$ cat config.mk
export PLATFORM = sky130hd
export DESIGN_NAME = mouse_tracker
export DESIGN_NICKNAME = d
export VERILOG_FILES = /design/src/rtl/mouse_tracker.sv
export SDC_FILE = /design/constraint.sdc
export NUM_CORES = 1
export LEC_CHECK = 0
export BUFFER_PORTS_ARGS = -buffer_cell sky130_fd_sc_hd__buf_4
export CAP_MARGIN = 10
export CORE_ASPECT_RATIO = 1.2
export CORE_MARGIN = 5
export CORE_UTILIZATION = 50
export DETAILED_ROUTE_END_ITERATION = 10
export GPL_ROUTABILITY_DRIVEN = 0
export PLACE_DENSITY_LB_ADDON = 0.25
export SYNTH_ARGS = -nofsm -noshare
export SYNTH_HDL_FRONTEND = slang
export SYNTH_SLANG_ARGS = --single-unit
$ cat constraint.sdc
create_clock -name clk -period 5.8 [get_ports clk]
set_input_delay 0.87 -clock clk [delete_from_list [all_inputs] [get_ports clk]]
set_output_delay 0.87 -clock clk [all_outputs]
set_load 0.005 [all_outputs]
$ cat src/rtl/mouse_tracker.sv
// mouse_tracker: PS/2 mouse receiver turning 3-byte packets into a clamped (or, with MOUSE_WRAP_EN, wrapped) cursor position.
module mouse_tracker #(
  parameter int SCREEN_W       = 640,
  parameter int SCREEN_H       = 480,
  parameter int TIMEOUT_CYCLES = 100000
) (
  input  logic       clk,
  input  logic       reset,
  input  logic       ps2_clk,
  input  logic       ps2_data,
  output logic [9:0] mouse_x,
  output logic [9:0] mouse_y,
  output logic       btn_left,
  output logic       btn_right,
  output logic       pkt_valid,
  output logic       frame_err
);
  localparam int TW = $clog2(TIMEOUT_CYCLES + 1);
  localparam logic signed [11:0] W = 12'(SCREEN_W);
  localparam logic signed [11:0] H = 12'(SCREEN_H);
  typedef enum logic [1:0] {IDLE, DATA, PARITY, STOP} state_t;
  state_t state, state_n;
  logic [1:0] c_sync, d_sync;
  logic c_prev, fall, d, par_ok, active, timeout, byte_ok, byte_bad;
  logic [2:0] bit_cnt;
  logic [7:0] sr, b1;
  logic [5:0] flags;
  logic [1:0] idx;
  logic [TW-1:0] tcnt;
  logic signed [11:0] dx, dy, nx, ny;
  logic [9:0] cx, cy;
  assign d       = d_sync[1];
  assign fall    = c_prev & ~c_sync[1];
  assign active  = state != IDLE || idx != 2'd0;
  assign timeout = active && !fall && tcnt == TW'(TIMEOUT_CYCLES - 1);
  always_comb begin
    state_n  = state;
    byte_ok  = 1'b0;
    byte_bad = 1'b0;
    if (timeout) state_n = IDLE;
    else if (fall)
      case (state)
        IDLE:    state_n = d ? IDLE : DATA;
        DATA:    state_n = bit_cnt == 3'd7 ? PARITY : DATA;
        PARITY:  state_n = STOP;
        default: begin
          state_n  = IDLE;
          byte_ok  = d & par_ok;
          byte_bad = ~(d & par_ok);
        end
      endcase
  end
  // flags = {y_ovf, x_ovf, y_sign, x_sign, right, left}; byte2 is still in sr when it completes
  always_comb begin
    dx = flags[4] ? 12'sd0 : {{4{flags[2]}}, b1};
    dy = flags[5] ? 12'sd0 : {{4{flags[3]}}, sr};
    nx = $signed({2'b00, mouse_x}) + dx;
    ny = $signed({2'b00, mouse_y}) - dy;
`ifdef MOUSE_WRAP_EN
    cx = nx < 0 ? 10'(nx + W) : nx >= W ? 10'(nx - W) : nx[9:0];
    cy = ny < 0 ? 10'(ny + H) : ny >= H ? 10'(ny - H) : ny[9:0];
`else
    cx = nx < 0 ? 10'd0 : nx >= W ? 10'(W - 1) : nx[9:0];
    cy = ny < 0 ? 10'd0 : ny >= H ? 10'(H - 1) : ny[9:0];
`endif
  end
  always_ff @(posedge clk) begin
    if (reset) begin
      c_sync    <= 2'b11;
      d_sync    <= 2'b11;
      c_prev    <= 1'b1;
      state     <= IDLE;
      bit_cnt   <= '0;
      sr        <= '0;
      par_ok    <= 1'b0;
      idx       <= '0;
      flags     <= '0;
      b1        <= '0;
      tcnt      <= '0;
      mouse_x   <= 10'(SCREEN_W / 2);
      mouse_y   <= 10'(SCREEN_H / 2);
      btn_left  <= 1'b0;
      btn_right <= 1'b0;
      pkt_valid <= 1'b0;
      frame_err <= 1'b0;
    end else begin
      c_sync    <= {c_sync[0], ps2_clk};
      d_sync    <= {d_sync[0], ps2_data};
      c_prev    <= c_sync[1];
      state     <= state_n;
      pkt_valid <= 1'b0;
      frame_err <= byte_bad | timeout;
      tcnt      <= (fall || !active || timeout) ? '0 : tcnt + 1'b1;
      if (fall && state == IDLE) bit_cnt <= '0;
      if (fall && state == DATA) begin
        sr      <= {d, sr[7:1]};
        bit_cnt <= bit_cnt + 3'd1;
      end
      if (fall && state == PARITY) par_ok <= ^{sr, d};
      if (timeout || byte_bad) idx <= '0;
      else if (byte_ok)
        case (idx)
          2'd0: if (sr[3]) begin
            flags <= {sr[7:4], sr[1:0]};
            idx   <= 2'd1;
          end
          2'd1: begin
            b1  <= sr;
            idx <= 2'd2;
          end
          default: begin
            mouse_x   <= cx;
            mouse_y   <= cy;
            btn_left  <= flags[0];
            btn_right <= flags[1];
            pkt_valid <= 1'b1;
            idx       <= 2'd0;
          end
        endcase
    end
  end
endmodule
==> results of run 1 <==
-- worst paths after layout --
path,endpoint,slack (ns),cells after the start
setup / recovery,mouse_y[5],2.56,8
setup reg to reg,mouse_y[5],2.56,8
hold / removal,c_sync[1],0.42,1
hold reg to reg,c_sync[1],0.42,1
-- metrics by stage --
stage	utilization	hold WS (ns)	worst slack, ns
detailed placement	0.538	0.398	2.59
floorplan	-	0.389	2.91
CTS	0.562	0.423	2.57
global route	0.562	0.458	2.32
global placement	0.538	0.394	2.75
finish	0.562	0.419	2.56
-- cell families (layout without fill, tap and decap cells) --
logic type	count (synthesis)	count (layout)	share of synthesized area
AND/OR/NAND/NOR	201	201	0.235
AO/OA/AOI/OAI	110	110	0.188
flip-flops	76	76	0.356
XOR/XNOR	32	32	0.0656
buffers and inverters	28	59	0.0322
adder cells (fa/ha/maj)	27	27	0.0825
multiplexers	17	17	0.0410
-- area by class of cell --
class                      instances  area, um^2  share of cell area
clock buffer                       9         124              0.0260
clock inverter                     7        81.3              0.0171
inverter                          14        52.6              0.0110
multi-input combinational        387        2620               0.550
sequential                        76        1520               0.320
tap                              117         146              0.0308
timing repair buffer              29         218              0.0457
-- critical path: cells and delay by family (launching register included) --
kind,cells,cell delay (ns)
muxes,1,0.78
DFF,1,0.38
adders and majority gates,1,0.35
AOI/OAI and AO/OA,3,0.78
and+or+nand+nor,3,0.84
-- layer usage --
| metal | global-route usage | vias to the layer above | wire length (um) |
|---|---|---|---|
| met5 | 0 | - | 0 |
| met4 | 0.0780 | 0 | 161 |
| met3 | 0.0373 | 16 | 337 |
| met2 | 0.305 | 57 | 4580 |
| met1 | 0.233 | 1686 | 4210 |
| li1 | - | 1797 | - |
-- power by group through the flow --
stage | clock [W] | combinational, W | sequential [W]
final | 0.000425 | 0.0000141 | 0.000524
after global routing | 0.000460 | 0.0000157 | 0.000524
after CTS | 0.000433 | 0.0000142 | 0.000524
after detailed placement | 0 | 0.0000140 | 0.000536
after global placement | 0 | 0.0000140 | 0.000536
after floorplan | 0 | 0.0000113 | 0.000536
-- layout by cell type, fill, tap and decap left out, types with 11 or more instances in the layout --
| master | count |
|---|---|
| mux2i_1 | 16 |
| xnor2_1 | 16 |
| inv_1 | 14 |
| nand3_1 | 11 |
| dfxtp_1 | 76 |
| nand2_1 | 49 |
| o21ai_0 | 12 |
| nor2_1 | 65 |
| ha_1 | 25 |
| xor2_1 | 16 |
| buf_4 | 29 |
| a21oi_1 | 33 |
| nor3_1 | 11 |
| nor2b_1 | 15 |
-- state kept, by name (all words and copies together), names as in the netlist, 2 cells and up --
name     flops
idx          2
flags        6
c_sync       2
bit_cnt      3
d_sync       2
mouse_x     10
b1           8
mouse_y     10
state        2
sr           8
tcnt        17
==> flow_metrics.tcl, run 1 <==
set metrics [dict create \
    status "completed" \
    grt_max_degree 56 \
    synth_edf_count 0 \
    tns_ns 0 \
    cts_buffers 9 \
    num_rows 37 \
    max-vdd-ir-drop_v 0.000135 \
    synth.area.top_cells "dfxtp_1 (36%), ha_1 (7.3%), nor2_1 (5.7%)" \
    ios 28 \
    post_cts_resized 0 \
    total_power_w 0.000963 \
    power_frac_clock 0.441 \
    clock_path_buffers 2 \
    synth_area_per_cell_um2 8.71 \
    overflow 0 \
    clockRootBuffer "clkbuf_8" \
    stdcell_count 639 \
    worstHoldStart "c_sync[0]" \
    clk_latency_ns 0.36 \
    syn_inst 491 \
    rsz0062_at_grt "no" \
    synth_area_leader_cell "dfxtp_1" \
    stdcell_area_um2 4760 \
    drt-total-wl_mm 9.29 \
    setup-violations-final 0 \
    worstReg2RegStart "flags[5]" \
    worst-setup-path-type "flip-flop to flip-flop" \
    start_kind "flip-flop" \
    vias 3556 \
    grt_pass1_vias 3390 \
    drt-initial-drc-count 175 \
    fillers 801 \
    fmax_mhz 309 \
    switching_share 0.239 \
    synth-seq-area-share 0.356 \
    skew_ns 0.00943 \
    grt_use_total 0.185 \
    cap_viol_max_count 0 \
    initial_core_util 0.505 \
    crit_arrival_ns 3.49 \
    syn_to_final_growth_pct 11.3 \
    place_hpwl_mm 6.83 \
    nNetsFinal 548 \
    tightest_slew_ns 0.886 \
    relSlewSlack 0.393 \
    die_w_um 94.4 \
    finalCritPeriodShare 0.558 \
    wl_per_cell_um 14.5 \
    vias_per_cell 5.56 \
    slowest_stage "mux2i_1" \
    placed_cell_area_um2 4550 \
    finalHoldViolCount 0 \
    ant_nets 0 \
    antenna_found_initial 0 \
    post-cts-setup-buffers 0 \
    cp_cell_sequence "nand2b_1, ha_1, or4_1, o211a_2, a31oi_1, mux2i_1, nor3_1, a221o_1" \
    diodes 0 \
    hold_class "flip-flop to flip-flop" \
    drive_above_1_share 0.132 \
    cp-startpoint "flags[5]" \
    synth_common_cells "dfxtp_1 (76), nor2_1 (65), nand2_1 (49)" \
    leakage_nw 1.81 \
    synth.distinct_cells 61 \
    p_int_w 0.000733 \
    synth_most_common_cell "dfxtp_1" \
    p_sw_w 0.000230 \
    fp.dieArea_um2 10500 \
    h-tree-depth 3 \
    synthFlopType "dfxtp_1" \
    yosysWarnings 0 \
    synthesis.nets 522 \
    power_density_nw_per_um2 202 \
    slew_viol_final 0 \
    firstDrtPassIters 4 \
    comb_power_share 0.015 \
    cp_max_fo 11 \
    die_height_um 111 \
    synth.top_cell.area_share 0.356 \
    io_buffer_count 27 \
    path_clk_slew_ns 0.09 \
    period_minus_slack_ns 3.24 \
    grt_pass1_wl_mm 15.8 \
    drc 0 \
    clock-sinks 76 \
    ys_ff_latch 76 \
    synth_area_um2 4280 \
    p_seq_frac 0.544 \
    coreArea_um2 8470 \
    async_flop_share 0 \
    crit_path_max_incr_delay_ns 0.78 \
    cts_hold_buffers 0 \
    placedCellCount 623 \
    crit_required_ns 6.05 \
    cts_tree "done" \
    end_kind "flip-flop" \
]
Note: power is estimated with default switching activity, not from simulation.
==> run 2: changes to the inputs <==
- ABC_AREA: default -> 1
- clock period: 5.8 -> 2.6 ns (I/O delays scaled with it)
==> run 2 against run 1 <==
Worst hold slack worse by 0.20 ns. Synthesized cell count increased by 35%. Via count up 15%. Die area up 3.9%. Synthesized area rose by 4.3%. Total power increased to 2.5 times the previous value. Flip-flop and latch count unchanged. Cell count increased by 27%. Critical path depth is 9 higher. Clock power grew to 2.8 times the previous value. Global-route usage is 0.62 points higher. Critical endpoint is now mouse_y[7]. Largest cell class unchanged.
==> flow_metrics.tcl, run 2 <==
set metrics [dict create \
    coreArea_um2 8660 \
    largest-register "tcnt" \
    fp.dieArea_um2 10900 \
    synth-seq-area-share 0.341 \
    antenna_found_initial 0 \
    synth.area.top_cells "dfxtp_1 (34%), nand2_1 (15%), inv_1 (7.6%)" \
    drc 0 \
    placedCellCount 799 \
    worst-setup-path-type "flip-flop to flip-flop" \
    cap_viol_max_count 0 \
    path_clk_slew_ns 0.09 \
    die_height_um 113 \
    diodes 0 \
    multi_input_area_um2 2550 \
    finalHoldViolCount 0 \
    h-tree-depth 3 \
    ios 28 \
    synth_area_leader_cell "dfxtp_1" \
    reg_top3 "tcnt: 17 flops, mouse_x: 10 flops, mouse_y: 10 flops" \
    synth.distinct_cells 38 \
    syn_to_final_growth_pct 14.1 \
    crit_arrival_ns 2.66 \
    max-vdd-ir-drop_v 0.000488 \
    start_kind "flip-flop" \
    drive_above_1_share 0.126 \
    nNetsFinal 724 \
    drt-total-wl_mm 9.90 \
    synth_area_per_cell_um2 6.75 \
    slew_viol_final 0 \
    firstDrtPassIters 5 \
    finalCoreUtilization 0.588 \
    synthesis.nets 692 \
    slowest_stage "fa_2" \
    final_common_cell "nand2_1" \
    vias 4105 \
    num_rows 37 \
    leakage_nw 2.32 \
    grt_use_total 0.192 \
    largest_reg_flops 17 \
    cp_cell_sequence "inv_1, nor2_2, ha_2, inv_1, fa_2, nand3_1, nand3_1, nand2_1, nand2_1, nand2_1, nand2_1, nand3_4, nand2_2, nor2_4, nand3_1, nand2_1, nand2_1" \
    post-place-ws_ns 0.0767 \
    grt_max_degree 31 \
    end_kind "flip-flop" \
    status "completed" \
    setup-violations-final 0 \
    skew_ns 0.0117 \
    wl_per_cell_um 12.2 \
    worst-path-buf-inv 2 \
    grt_pass1_wl_mm 17.1 \
    synth_top_family_by_area "simple AND/OR/NAND/NOR gates" \
    cts_buffers 9 \
    cp_max_fo 6 \
    synthFlopType "dfxtp_1" \
    initial_core_util 0.515 \
    cpMostUsedCell "nand2_1" \
    relSlewSlack 0.490 \
    fmax_mhz 416 \
    tightest_slew_ns 0.764 \
    synth_simple_gate_area_frac 0.332 \
    die_w_um 96.2 \
    post_cts_resized 0 \
    grt_pass1_vias 3885 \
    crit_path_max_incr_delay_ns 0.39 \
    synth_common_cells "nand2_1 (176), inv_1 (90), nor2_1 (79)" \
    synth.top_cell.area_share 0.341 \
    synth_compound_area_frac 0.111 \
    overflow 0 \
    synth_fa_ha_area_frac 0.0791 \
    cp_top_family "simple AND/OR/NAND/NOR gates" \
    seqCellArea_um2 1520 \
    power_density_nw_per_um2 478 \
    rsz0062_at_grt "yes" \
    synth_area_um2 4460 \
    synthXorXnorAreaFrac 0.0454 \
    clock_path_buffers 2 \
    syn_inst 661 \
    cts_tree "done" \
    crit_required_ns 2.86 \
    io_buffer_count 27 \
    synth_edf_count 0 \
    synth_most_common_cell "nand2_1" \
    cts_hold_buffers 0 \
    yosysWarnings 0 \
    ant_nets 0 \
    synthMuxAreaShare 0 \
    place_hpwl_mm 7.34 \
    stdcell_count 814 \
    drt-initial-drc-count 197 \
    layout_common_cells "nand2_1 (175), inv_1 (90), nor2_1 (78)" \
    post-cts-setup-buffers 0 \
    finalCritPeriodShare 0.925 \
    async_flop_share 0 \
    vias_per_cell 5.04 \
    layout_setup_ws_ns 0.194 \
    holdWs_ns 0.220 \
    clk_latency_ns 0.35 \
    fillers 830 \
    clock-sinks 76 \
    clockRootBuffer "clkbuf_8" \
    ys_ff_latch 76 \
    period_minus_slack_ns 2.41 \
    hold_class "primary input to flip-flop" \
]
## run 2: report_power, final
part           internal (W)  switching [W]
clock network      0.000733       0.000451
logic             0.0000277      0.0000481
registers           0.00117     0.00000441
## run 2: final timing paths
path | slack (ns) | depth (start not counted) | start | end
worst max-delay path | 0.19 | 17 | sr[0] | mouse_y[7]
worst min-delay path | 0.22 | 2 | ps2_data | d_sync[0]
worst max register to register | 0.19 | 17 | sr[0] | mouse_y[7]
worst min register to register | 0.41 | 1 | d_sync[0] | d_sync[1]
## run 2: metal layers
metal  GRT usage  wire length (um)  vias to the layer above
met1       0.250              4510                     1847
met3      0.0303               414                       21
met5           0                 0                        -
met4      0.0759               219                        0
li1            -                 -                     2152
met2       0.313              4760                       85
## run 2: cell families (layout without fill, tap and decap cells)
logic type / after synthesis / after routing
flip-flops: 76 / 76
buffers and inverters: 106 / 142
adder cells (fa/ha/maj): 27 / 27
AO/OA/AOI/OAI: 94 / 94
XOR/XNOR: 21 / 21
AND/OR/NAND/NOR: 337 / 337
## run 2: stage by stage
stage	setup TNS [ns]	total power (W)	area [um^2]
5_1_grt	-0.00525	0.00252	5090
6_report	0	0.00243	5090
4_1_cts	0	0.00245	5060
3_5_place_dp	0	0.00128	4800
2_1_floorplan	0	0.00126	4460
3_3_place_gp	0	0.00127	4800
## run 2: cell type report
type,count,share of cell area
Tap cell,117,0.0288
Timing Repair Buffer,33,0.0487
Sequential cell,76,0.300
Clock inverter,6,0.0271
Clock buffer,9,0.0243
Inverter,94,0.0701
Multi-Input combinational cell,479,0.501
